**src/rtl/fast_fifo_stream_reader.sv**
```systemverilog
// Consumer-side adapter for a fixed-latency FIFO read port: issues speculative reads,
// catches returns in a register skid buffer and presents them as a valid/ready stream.
module fast_fifo_stream_reader #(
    parameter int unsigned WIDTH        = 20,
    parameter int unsigned READ_LATENCY = 2,
    parameter int unsigned BUF_DEPTH    = 4
) (
    input  logic                             clk,
    input  logic                             rst,
    output logic                             fifoReadRequest,
    input  logic [WIDTH-1:0]                 fifoDataOut,
    input  logic                             fifoDataOutValid,
    input  logic                             fifoEccStatus,
    output logic [WIDTH-1:0]                 outData,
    output logic                             outValid,
    input  logic                             outReady,
    output logic [$clog2(BUF_DEPTH+1)-1:0]   occupancy,
    output logic                             eccError,
    output logic                             protocolError
);

    localparam int unsigned OCC_W  = $clog2(BUF_DEPTH + 1);
    localparam int unsigned PTR_W  = (BUF_DEPTH > 1) ? $clog2(BUF_DEPTH) : 1;
    localparam int unsigned PIPE_W = (READ_LATENCY > 0) ? READ_LATENCY : 1;
    localparam int unsigned DRN_W  = (READ_LATENCY > 0) ? $clog2(READ_LATENCY + 1) : 1;
    localparam int unsigned CNT_W  = $clog2(BUF_DEPTH + PIPE_W + 1) + 1;

    logic [PIPE_W-1:0] req_pipe_q, req_pipe_d;
    logic [DRN_W-1:0]  drain_q, drain_d;
    logic [PTR_W-1:0]  head_q, head_d;
    logic [PTR_W-1:0]  tail_q, tail_d;
    logic [OCC_W-1:0]  occ_q, occ_d;
    logic              valid_q, valid_d;
    logic              ecc_q, ecc_d;
    logic              perr_q, perr_d;
    logic [WIDTH-1:0]  buf_q [BUF_DEPTH];

    logic [CNT_W-1:0]  inflight;
    logic              draining;
    logic              expected;
    logic              wr_en;
    logic              pop;

    function automatic logic [PTR_W-1:0] ptr_inc(input logic [PTR_W-1:0] p);
        if (p == PTR_W'(BUF_DEPTH - 1)) begin
            return '0;
        end
        return p + PTR_W'(1);
    endfunction

    // Requests still travelling through the FIFO read pipeline
    always_comb begin
        inflight = '0;
        for (int i = 0; i < PIPE_W; i++) begin
            inflight = inflight + CNT_W'(req_pipe_q[i]);
        end
    end

    assign draining        = (drain_q != '0);
    assign fifoReadRequest = !rst && !draining &&
                             ((CNT_W'(occ_q) + inflight) < CNT_W'(BUF_DEPTH));

    if (READ_LATENCY == 0) begin : g_lat0
        assign expected = fifoReadRequest;
    end else begin : g_latn
        assign expected = req_pipe_q[PIPE_W-1];
    end

    assign wr_en = fifoDataOutValid && expected && !draining && !rst;
    assign pop   = valid_q && outReady;

    // Next-state: request tracking, buffer pointers, occupancy and sticky flags
    always_comb begin
        req_pipe_d = '0;
        drain_d    = drain_q;
        head_d     = head_q;
        tail_d     = tail_q;
        occ_d      = occ_q;
        valid_d    = valid_q;
        ecc_d      = ecc_q;
        perr_d     = perr_q;
        if (rst) begin
            drain_d = DRN_W'(READ_LATENCY);
            head_d  = '0;
            tail_d  = '0;
            occ_d   = '0;
            valid_d = 1'b0;
            ecc_d   = 1'b0;
            perr_d  = 1'b0;
        end else begin
            if (draining) begin
                drain_d = drain_q - DRN_W'(1);
            end
            if (READ_LATENCY != 0) begin
                req_pipe_d = (req_pipe_q << 1) | PIPE_W'(fifoReadRequest);
            end
            if (wr_en) begin
                tail_d = ptr_inc(tail_q);
            end
            if (pop) begin
                head_d = ptr_inc(head_q);
            end
            occ_d   = occ_q + OCC_W'(wr_en) - OCC_W'(pop);
            valid_d = (occ_d != '0);
            // Returns during the post-reset drain belong to pre-reset requests
            if (fifoDataOutValid && !draining) begin
                if (fifoEccStatus) begin
                    ecc_d = 1'b1;
                end
                if (!expected) begin
                    perr_d = 1'b1;
                end
            end
        end
    end

    always_ff @(posedge clk) begin
        req_pipe_q <= req_pipe_d;
        drain_q    <= drain_d;
        head_q     <= head_d;
        tail_q     <= tail_d;
        occ_q      <= occ_d;
        valid_q    <= valid_d;
        ecc_q      <= ecc_d;
        perr_q     <= perr_d;
    end

    // Skid buffer storage; contents are meaningless beyond occupancy
    always_ff @(posedge clk) begin
        if (wr_en) begin
            buf_q[tail_q] <= fifoDataOut;
        end
    end

    assign outData       = buf_q[head_q];
    assign outValid      = valid_q;
    assign occupancy     = occ_q;
    assign eccError      = ecc_q;
    assign protocolError = perr_q;

endmodule

```
**config.mk**
```make
export PLATFORM = sky130hd
export DESIGN_NAME = fast_fifo_stream_reader
export DESIGN_NICKNAME = d
export VERILOG_FILES = /design/src/rtl/fast_fifo_stream_reader.sv
export SDC_FILE = /design/constraint.sdc
export NUM_CORES = 1
export LEC_CHECK = 0
export ABC_CLOCK_PERIOD_IN_PS = 2900
export BUFFER_PORTS_ARGS = -buffer_cell sky130_fd_sc_hd__buf_2
export CAP_MARGIN = 30
export CORE_UTILIZATION = 30
export CTS_BUF_LIST = sky130_fd_sc_hd__clkbuf_4 sky130_fd_sc_hd__clkbuf_8
export CTS_CLUSTER_SIZE = 10
export DETAILED_ROUTE_END_ITERATION = 8
export PLACE_DENSITY_LB_ADDON = 0.2
export SLEW_MARGIN = 20
export SYNTH_ARGS = -nofsm -noshare
export SYNTH_HDL_FRONTEND = slang
export SYNTH_SLANG_ARGS = --single-unit
```
**constraint.sdc**
```tcl
create_clock -name clk -period 2.9 [get_ports clk]
set_input_delay 0.725 -clock clk [delete_from_list [all_inputs] [get_ports clk]]
set_output_delay 0.725 -clock clk [all_outputs]
set_load 0.005 [all_outputs]
```
* Word-level counts from Yosys, hierarchy flattened
Memories as Yosys holds them, arrays and structs flattened. A register that Yosys moved wholly into a read port is not among the register bits.
Cells that the tools add are included.
** Storage, ports and cells
- Bits in registers :: 14
- Bits in read-only memories :: 0
- Output and inout port bits :: 27
- Bits in latches :: 0
- Word-level logic and storage cells :: 48
- RAM bits :: 80
- Memories kept :: 1
** Memory list
- buf_q :: words 4, bits a word 20, read ports 1, clocked after memory_dff 1, write ports 1, line 36 : logic [WIDTH-1:0] buf_q [BUF_DEPTH];
** Cells by class
- Eq/ne operators :: 2
- Mux-type cells :: 14
- Shifts and indexed selects :: 0
- Reductions and logical operators :: 13
- Magnitude comparators :: 1
- Divide/modulo/power cells :: 0
- Multipliers :: 0
- Bitwise operators :: 2
- $add $sub $neg :: 7
** Operator list (number)
- $mux W2 :: 6
- $mux W1 :: 8
- $logic_and A1 B1 Y1 :: 7
- $add A2 B1 Y2 const B :: 2
- $add A3 B2 Y4 :: 1
- $eq A2 B2 Y1 const B :: 2
- $lt A4 B3 Y1 const B :: 1
- $reduce_and A2 Y1 :: 2
- $add A3 B1 Y3 :: 1
- $reduce_bool A3 Y1 :: 1
- $sub A3 B1 Y3 :: 1
- $add A1 B1 Y2 :: 1
- $logic_not A1 Y1 :: 2
- $or A2 B1 Y2 :: 1
- $reduce_bool A2 Y1 :: 1
- $sub A2 B1 Y2 const B :: 1
- $not A1 Y1 :: 1

* Longest topological paths before layout
Gate-level depths: netlist of run 1.
- Depth in word-level cells :: 7
- Gate-level depth with buffers :: 11
- Mapped depth without buffers :: 10

* Worst setup path before layout of run 1
Ideal clock, no wire load.
- Kind :: input -> register
- From :: input rst
- To :: register valid_q (netlist: outValid)
- Arrival time :: 2.180 ns
- Required time :: 2.777 ns
- Path buffers :: 1
- Path slack :: 0.597 ns
- Stages :: 9
- Cell sequence :: and4b_1 -> buf_6 -> inv_1 -> ha_1 -> inv_1 -> ha_1 -> fa_1 -> xor2_1 -> a21oi_1
** Between the ends
- Longest elaborated chain between the ends :: 5
** RTL lines
- start: declaration :: line 9 : input logic rst,
- $logic_not A1 Y1 :: line 69 : assign wr_en = fifoDataOutValid && expected && !draining && !rst;
- $logic_and A1 B1 Y1 :: line 69
- $add A3 B1 Y3 :: line 103 : occ_d = occ_q + OCC_W'(wr_en) - OCC_W'(pop);
- $sub A3 B1 Y3 :: line 103
- $reduce_bool A3 Y1 :: line 104 : valid_d = (occ_d != '0);
- end signal: assignment :: line 123 : valid_q <= valid_d;
- end: declaration :: line 33 : logic valid_q, valid_d;
Parallel ways exist; a longest one is shown, timed or not.
A chain may end at the register's enable or synchronous reset.

==> run_results.csv, run 1 <==
group,metric,value,unit
run_status,status,"finished, violations left",
run_status,violations,"DRC",
die,io-pin-count,52,
sta,rsz0062_at_grt,"false",
global_route,grt_first_pass_wirelength,9.76,mm
place,place.gp.congestion,0.649,
global_route,grt_max_degree,21,
sta,clock_skew,0.0115,ns
sta,maxSlewHeadroom,71.6,%
global_route,globalRouteOverflowTotal,0,
cts,post_cts_buffers,0,
global_route,antenna_found_initial,0,
synth,syn_avg_cell_area,19.8,µm²
route,first_pass_iters,6,
final_layout,nFillCells,1099,
critical_path,worstPathRequired,2.17,ns
final_layout,multi_input_area,823,µm²
critical_path,worst_setup_path_end_kind,"primary output",
sta,maxSlewViolCount,0,
die,die_width,112,µm
synth,synthCells,183,
cts,clock_latency,0.35,ns
sta,hold_violations,0,
critical_path,critical_path_arrival,1.78,ns
final_layout,layout-area-overhead-vs-synth,18.1,%
sta,fin_crit_sh,86.5,%
place,preCtsSetupSlack,0.372,ns
route,vias_per_cell,4.50,
route,wl_per_cell,15.6,µm
final_layout,regArea,2720,µm²
route,wirelength,6.16,mm
power_and_ir_drop,p_leak,1.52,nW
sta,tightest_slew,0.427,ns
route,drc,4,
die,die-area,12600,µm²
route,wl_met1,2.69,mm
die,core,11600,µm²
power_and_ir_drop,power_density,658,nW/µm²
die,dieHeight,112,µm
cts,post_cts_resized,0,
cts,root_buffer,"clkbuf_8",
synth,synth_seq_cells,96,
cts,cts_made_buffers,9,
sta,clock.fmax,0.399,GHz
route,dr.first_iter.drc_count,109,
route,route.met3.wl,261,µm
critical_path,worstPathCellList,"buf_4 > mux4_2 > buf_2",
critical_path,cp_max_fo,20,
worst_hold_path,worstHoldPathType,"reg2reg",
run,drv_cap,0,
place,port_buffers,51,
sta,setup_tns,0,ns
final_layout,num-nets-final,283,
die,num_rows,39,
synth,syn-num-nets,219,
critical_path,slowest_delay,0.58,ns
sta,setup_ws,0.391,ns
sta,finalSetupViolCount,0,
final_layout,antenna_cells,0,
place,dp.cells,379,
cts,cts_htree_levels,3,
cts,cts_tree,"yes",
synth,ys_seq_area_share,75.0,%
route,topRoutingLayerUsed,"met4",
cts,clk_pin_slew,0.09,ns
cts,ctsLongestPathBuffers,2,
die,initial_core_util,31.3,%
synth,syn_area,3630,µm²
route,ant_nets,0,
critical_path,path_class,"reg2out",
place,dp_hpwl,3.85,mm
sta,period_minus_slack,2.51,ns
critical_path,crit_slowest_cell,"mux4_2",
synth,yosysWarnings,0,
global_route,grt_pass1_vias,1830,
power_and_ir_drop,irDropWorstVdd,0.263,mV
route,wl_met2,3.09,mm
synth,synth_cell_type_count,23,
place,dpl_cell_area,4100,µm²
global_route,grt_usage,10.6,%
final_layout,finalInstanceArea,4290,µm²
critical_path,start_kind,"flop",
cts,cts_hold_buf,0,
cts,cts.sink_count,96,
final_layout,layout-drive-gt1-share,37.3,%
final_layout,fin_cells,395,
route,vias,1776,
==> registers in the layout, summed over array words and instances, names as in the netlist, named ones only <==
name           flops
tail_q             2
occupancy          3
outValid           1
buf_q             80
drain_q            2
protocolError      1
head_q             2
req_pipe_q         2
eccError           1
==> metal layers <==
layer / up-vias / global-route usage, %
met2: 41 / 17.6
met3: 10 / 2.75
met4: 0 / 5.87
met1: 886 / 12.6
met5: - / 0
li1: 839 / -
==> synth_stat cells, drive strengths merged <==
master,count,area [µm²]
fa,1,20.0
mux4,20,450
or2,1,6.26
and2,4,25.0
nor2,9,33.8
o31ai,2,15.0
and4b,1,10.0
nor2b,3,18.8
xor2,2,17.5
nand2,5,18.8
or3,1,6.26
nand3,1,5.00
mux2i,2,20.0
nand2b,1,6.26
a31oi,2,12.5
edfxtp,80,2400
inv,10,37.5
a21oi,5,25.0
ha,10,125
dfxtp,16,320
buf,6,48.8
o21bai,1,7.51
==> placed cells by master, fill, tap and decap left out <==
cell / n
a21oi_1: 5
a31oi_1: 2
and2_1: 4
and4b_1: 1
buf_12: 2
buf_2: 51
buf_4: 6
bufinv_16: 1
clkbuf_8: 9
clkinv_1: 3
clkinv_2: 1
clkinv_4: 1
clkinvlp_4: 1
dfxtp_1: 15
dfxtp_2: 1
edfxtp_1: 80
fa_1: 1
ha_1: 10
inv_1: 10
mux2i_1: 2
mux4_2: 20
nand2_1: 5
nand2b_1: 1
nand3_1: 1
nor2_1: 9
nor2b_1: 3
o21bai_1: 1
o31ai_1: 2
or2_2: 1
or3_1: 1
xor2_1: 2
==> report_power, final <==
group          internal (mW)  switching (mW)  total (mW)
Sequential              1.54          0.0353        1.58
Clock                  0.390           0.432       0.822
Combinational          0.221           0.202       0.423
Total                   2.15           0.669        2.82
==> cell type report <==
cell class                 instances  area share, %
sequential                        96           63.5
multi-input combinational         71           19.2
timing repair buffer              59           7.93
tap                              143           4.17
clock buffer                       9           2.89
clock inverter                     7           1.46
inverter                          10          0.875
==> kinds of logic (layout without fill, tap and decap cells) <==
group / Yosys count / in the layout / share of synthesized area, %
compound gates: 10 / 10 / 1.65
xor+xnor: 2 / 2 / 0.482
fa+ha+maj: 11 / 11 / 4.00
buf+inv: 16 / 85 / 2.38
flops: 96 / 96 / 75.0
mux: 22 / 22 / 13.0
simple gates: 26 / 26 / 3.58
==> worst max-delay path, delay by kind of cell, from the launching register on <==
kind	cells	cell delay, ns
flops	1	0.32
buf+inv	2	0.51
mux	1	0.58
==> worst paths after layout <==
path | to | slack, ns | cells after the start | from
worst min register to register | req_pipe_q[1] | 0.47 | 1 | req_pipe_q[0]
worst max-delay path | outData[14] | 0.39 | 3 | flop
worst min-delay path | req_pipe_q[1] | 0.47 | 1 | req_pipe_q[0]
worst max register to register | outValid | 0.68 | 10 | drain_q[0]
==> metrics by stage <==
stage / utilization, % / power (mW) / hold slack [ns]
after floorplan: - / 1.90 / 0.442
after global placement: 35.3 / 2.04 / 0.462
after detailed placement: 35.3 / 2.04 / 0.460
after CTS: 36.9 / 2.88 / 0.479
after global routing: 36.9 / 2.98 / 0.488
final: 36.9 / 2.82 / 0.474
No activity file was read; power rests on OpenSTA's default activity.
==> inputs of run 2 (changes only) <==
ABC_CLOCK_PERIOD_IN_PS = 2400   (was 2900)
GPL_ROUTABILITY_DRIVEN = 0   (was default)
clock period = 2.4 ns   (was 2.9 ns; I/O delays follow)
==> run 2 against run 1 <==
The run still ends with DRC left. Total power grew 30%. Clock power grew 51%. Register-to-register slack lost 0.30 ns. Critical endpoint is now fifoReadRequest. Cell area grew 2.5%.
==> run_results.csv, run 2 (same netlist as run 1, synthesis figures left out) <==
group,metric,value,unit
critical_path,worstPathCellList,"ha_1 > a21oi_1 > or3_1 > a21oi_1 > buf_2",
critical_path,cp_max_fo,3,
sta,clock.fmax,0.443,GHz
final_layout,top_register,"buf_q",
sta,setup_ws,0.144,ns
cts,cts.sink_count,96,
sta,fin_crit_sh,94.0,%
route,dr.first_iter.drc_count,78,
critical_path,slowest_delay,0.37,ns
run_status,status,"finished, violations left",
sta,maxSlewHeadroom,77.8,%
final_layout,layout-area-overhead-vs-synth,21.1,%
cts,cts_htree_levels,3,
cts,post_cts_resized,0,
power_and_ir_drop,p_leak,1.57,nW
route,wl_per_cell,15.5,µm
sta,clock_skew,0.00596,ns
critical_path,path_common_cell,"a21oi_1",
final_layout,layout-drive-gt1-share,39.1,%
global_route,grt_usage,10.5,%
route,vias,1807,
critical_path,worst_setup_path_end_kind,"primary output",
die,core,11600,µm²
critical_path,crit_family,"simple AND/OR/NAND/NOR gates",
die,die-area,12600,µm²
run_status,violations,"DRC",
global_route,grt_pass1_vias,1760,
power_and_ir_drop,irDropWorstVdd,0.383,mV
critical_path,start_kind,"flop",
cts,ctsLongestPathBuffers,2,
global_route,grt_first_pass_wirelength,9.53,mm
place,dpl_cell_area,4160,µm²
route,first_pass_iters,6,
die,io-pin-count,52,
sta,tightest_slew,0.333,ns
cts,root_buffer,"clkbuf_8",
cts,cts_tree,"yes",
route,ant_nets,0,
final_layout,layout_common_cells,"80 x edfxtp_1, 51 x buf_2, 20 x mux4_2",
route,drc,4,
route,vias_per_cell,4.53,
place,preCtsSetupSlack,0.147,ns
final_layout,largest_reg_flops,80,
final_layout,antenna_cells,0,
sta,fin_worst_hold_slack,0.455,ns
run,drv_cap,0,
die,num_rows,39,
sta,rsz0062_at_grt,"false",
sta,period_minus_slack,2.26,ns
power_and_ir_drop,total_power,3.68,mW
die,initial_core_util,31.3,%
global_route,antenna_found_initial,0,
cts,clk_pin_slew,0.09,ns
final_layout,finalInstanceArea,4400,µm²
sta,maxSlewViolCount,0,
final_layout,num-nets-final,287,
final_layout,nFillCells,1087,
critical_path,critical_path_arrival,1.66,ns
sta,finalSetupViolCount,0,
worst_hold_path,worstHoldPathType,"in2reg",
cts,cts_made_buffers,9,
power_and_ir_drop,power_density,836,nW/µm²
die,dieHeight,112,µm
global_route,globalRouteOverflowTotal,0,
place,dp_hpwl,3.94,mm
cts,cts_hold_buf,0,
global_route,grt_max_degree,21,
sta,hold_violations,0,
final_layout,final_common_cell,"edfxtp_1",
route,wirelength,6.18,mm
cts,post_cts_buffers,0,
critical_path,path_buf_inv,1,
place,port_buffers,51,
critical_path,path_class,"reg2out",
cts,clock_latency,0.36,ns
critical_path,crit_slowest_cell,"or3_1",
critical_path,worstPathRequired,1.80,ns
die,die_width,112,µm
sta,setup_tns,0,ns
## run 2: cell count changes in the layout (fill, tap and decap cells not counted)
cell | previous run | this run
buf_12 | 2 | 4
buf_4 | 6 | 8
bufinv_16 | 1 | 3
clkbuf_4 | 0 | 1
clkinv_1 | 3 | 2
clkinv_2 | 1 | 0
clkinv_4 | 1 | 0
clkinvlp_4 | 1 | 0
dfxtp_1 | 15 | 14
dfxtp_2 | 1 | 2
inv_6 | 0 | 1
## run 2: report_power, final
group | switching [mW] | total [mW] | internal (mW)
registers | 0.0451 | 1.91 | 1.87
logic | 0.242 | 0.527 | 0.285
clock network | 0.537 | 1.24 | 0.701
## run 2: cell type report
class	count	area (µm²)	share of cell area, %
flip-flops and latches	96	2730	62.0
multi-input cells	71	823	18.7
repair buffers	63	395	8.99
well taps	143	179	4.07
clock buffers	10	131	2.99
clock inverters	6	106	2.42
inverters	10	37.5	0.853
## run 2: worst reg2reg max path: stages (launching register included)
cell and delay [ns]:
dfxtp_1 0.32, inv_1 0.05, ha_1 0.16, and4b_1 0.22, inv_1 0.05, ha_1 0.26, inv_1 0.04, ha_1 0.18
fa_1 0.37, xor2_1 0.18, a21oi_1 0.08
## run 2: stage by stage
step | utilization, % | instances
3_5_place_dp | 35.8 | 383
6_report | 37.9 | 399
3_3_place_gp | 35.8 | 383
2_1_floorplan | - | 183
5_1_grt | 37.9 | 399
4_1_cts | 37.9 | 399
## run 2: routing by layer
metal | routed length (µm) | GRT usage [%]
met2 | 2910 | 17.0
met3 | 379 | 3.40
met5 | 0 | 0
met1 | 2760 | 12.6
met4 | 124 | 5.60
## run 2: worst paths after layout
path | start | endpoint | cells after the start | slack [ns]
setup / recovery | occupancy[0] | fifoReadRequest | 5 | 0.14
hold / removal | fifoDataOut[0] | buf_q[0][0] | 1 | 0.46
setup reg to reg | drain_q[0] | outValid | 10 | 0.38
hold reg to reg | req_pipe_q[0] | req_pipe_q[1] | 1 | 0.47
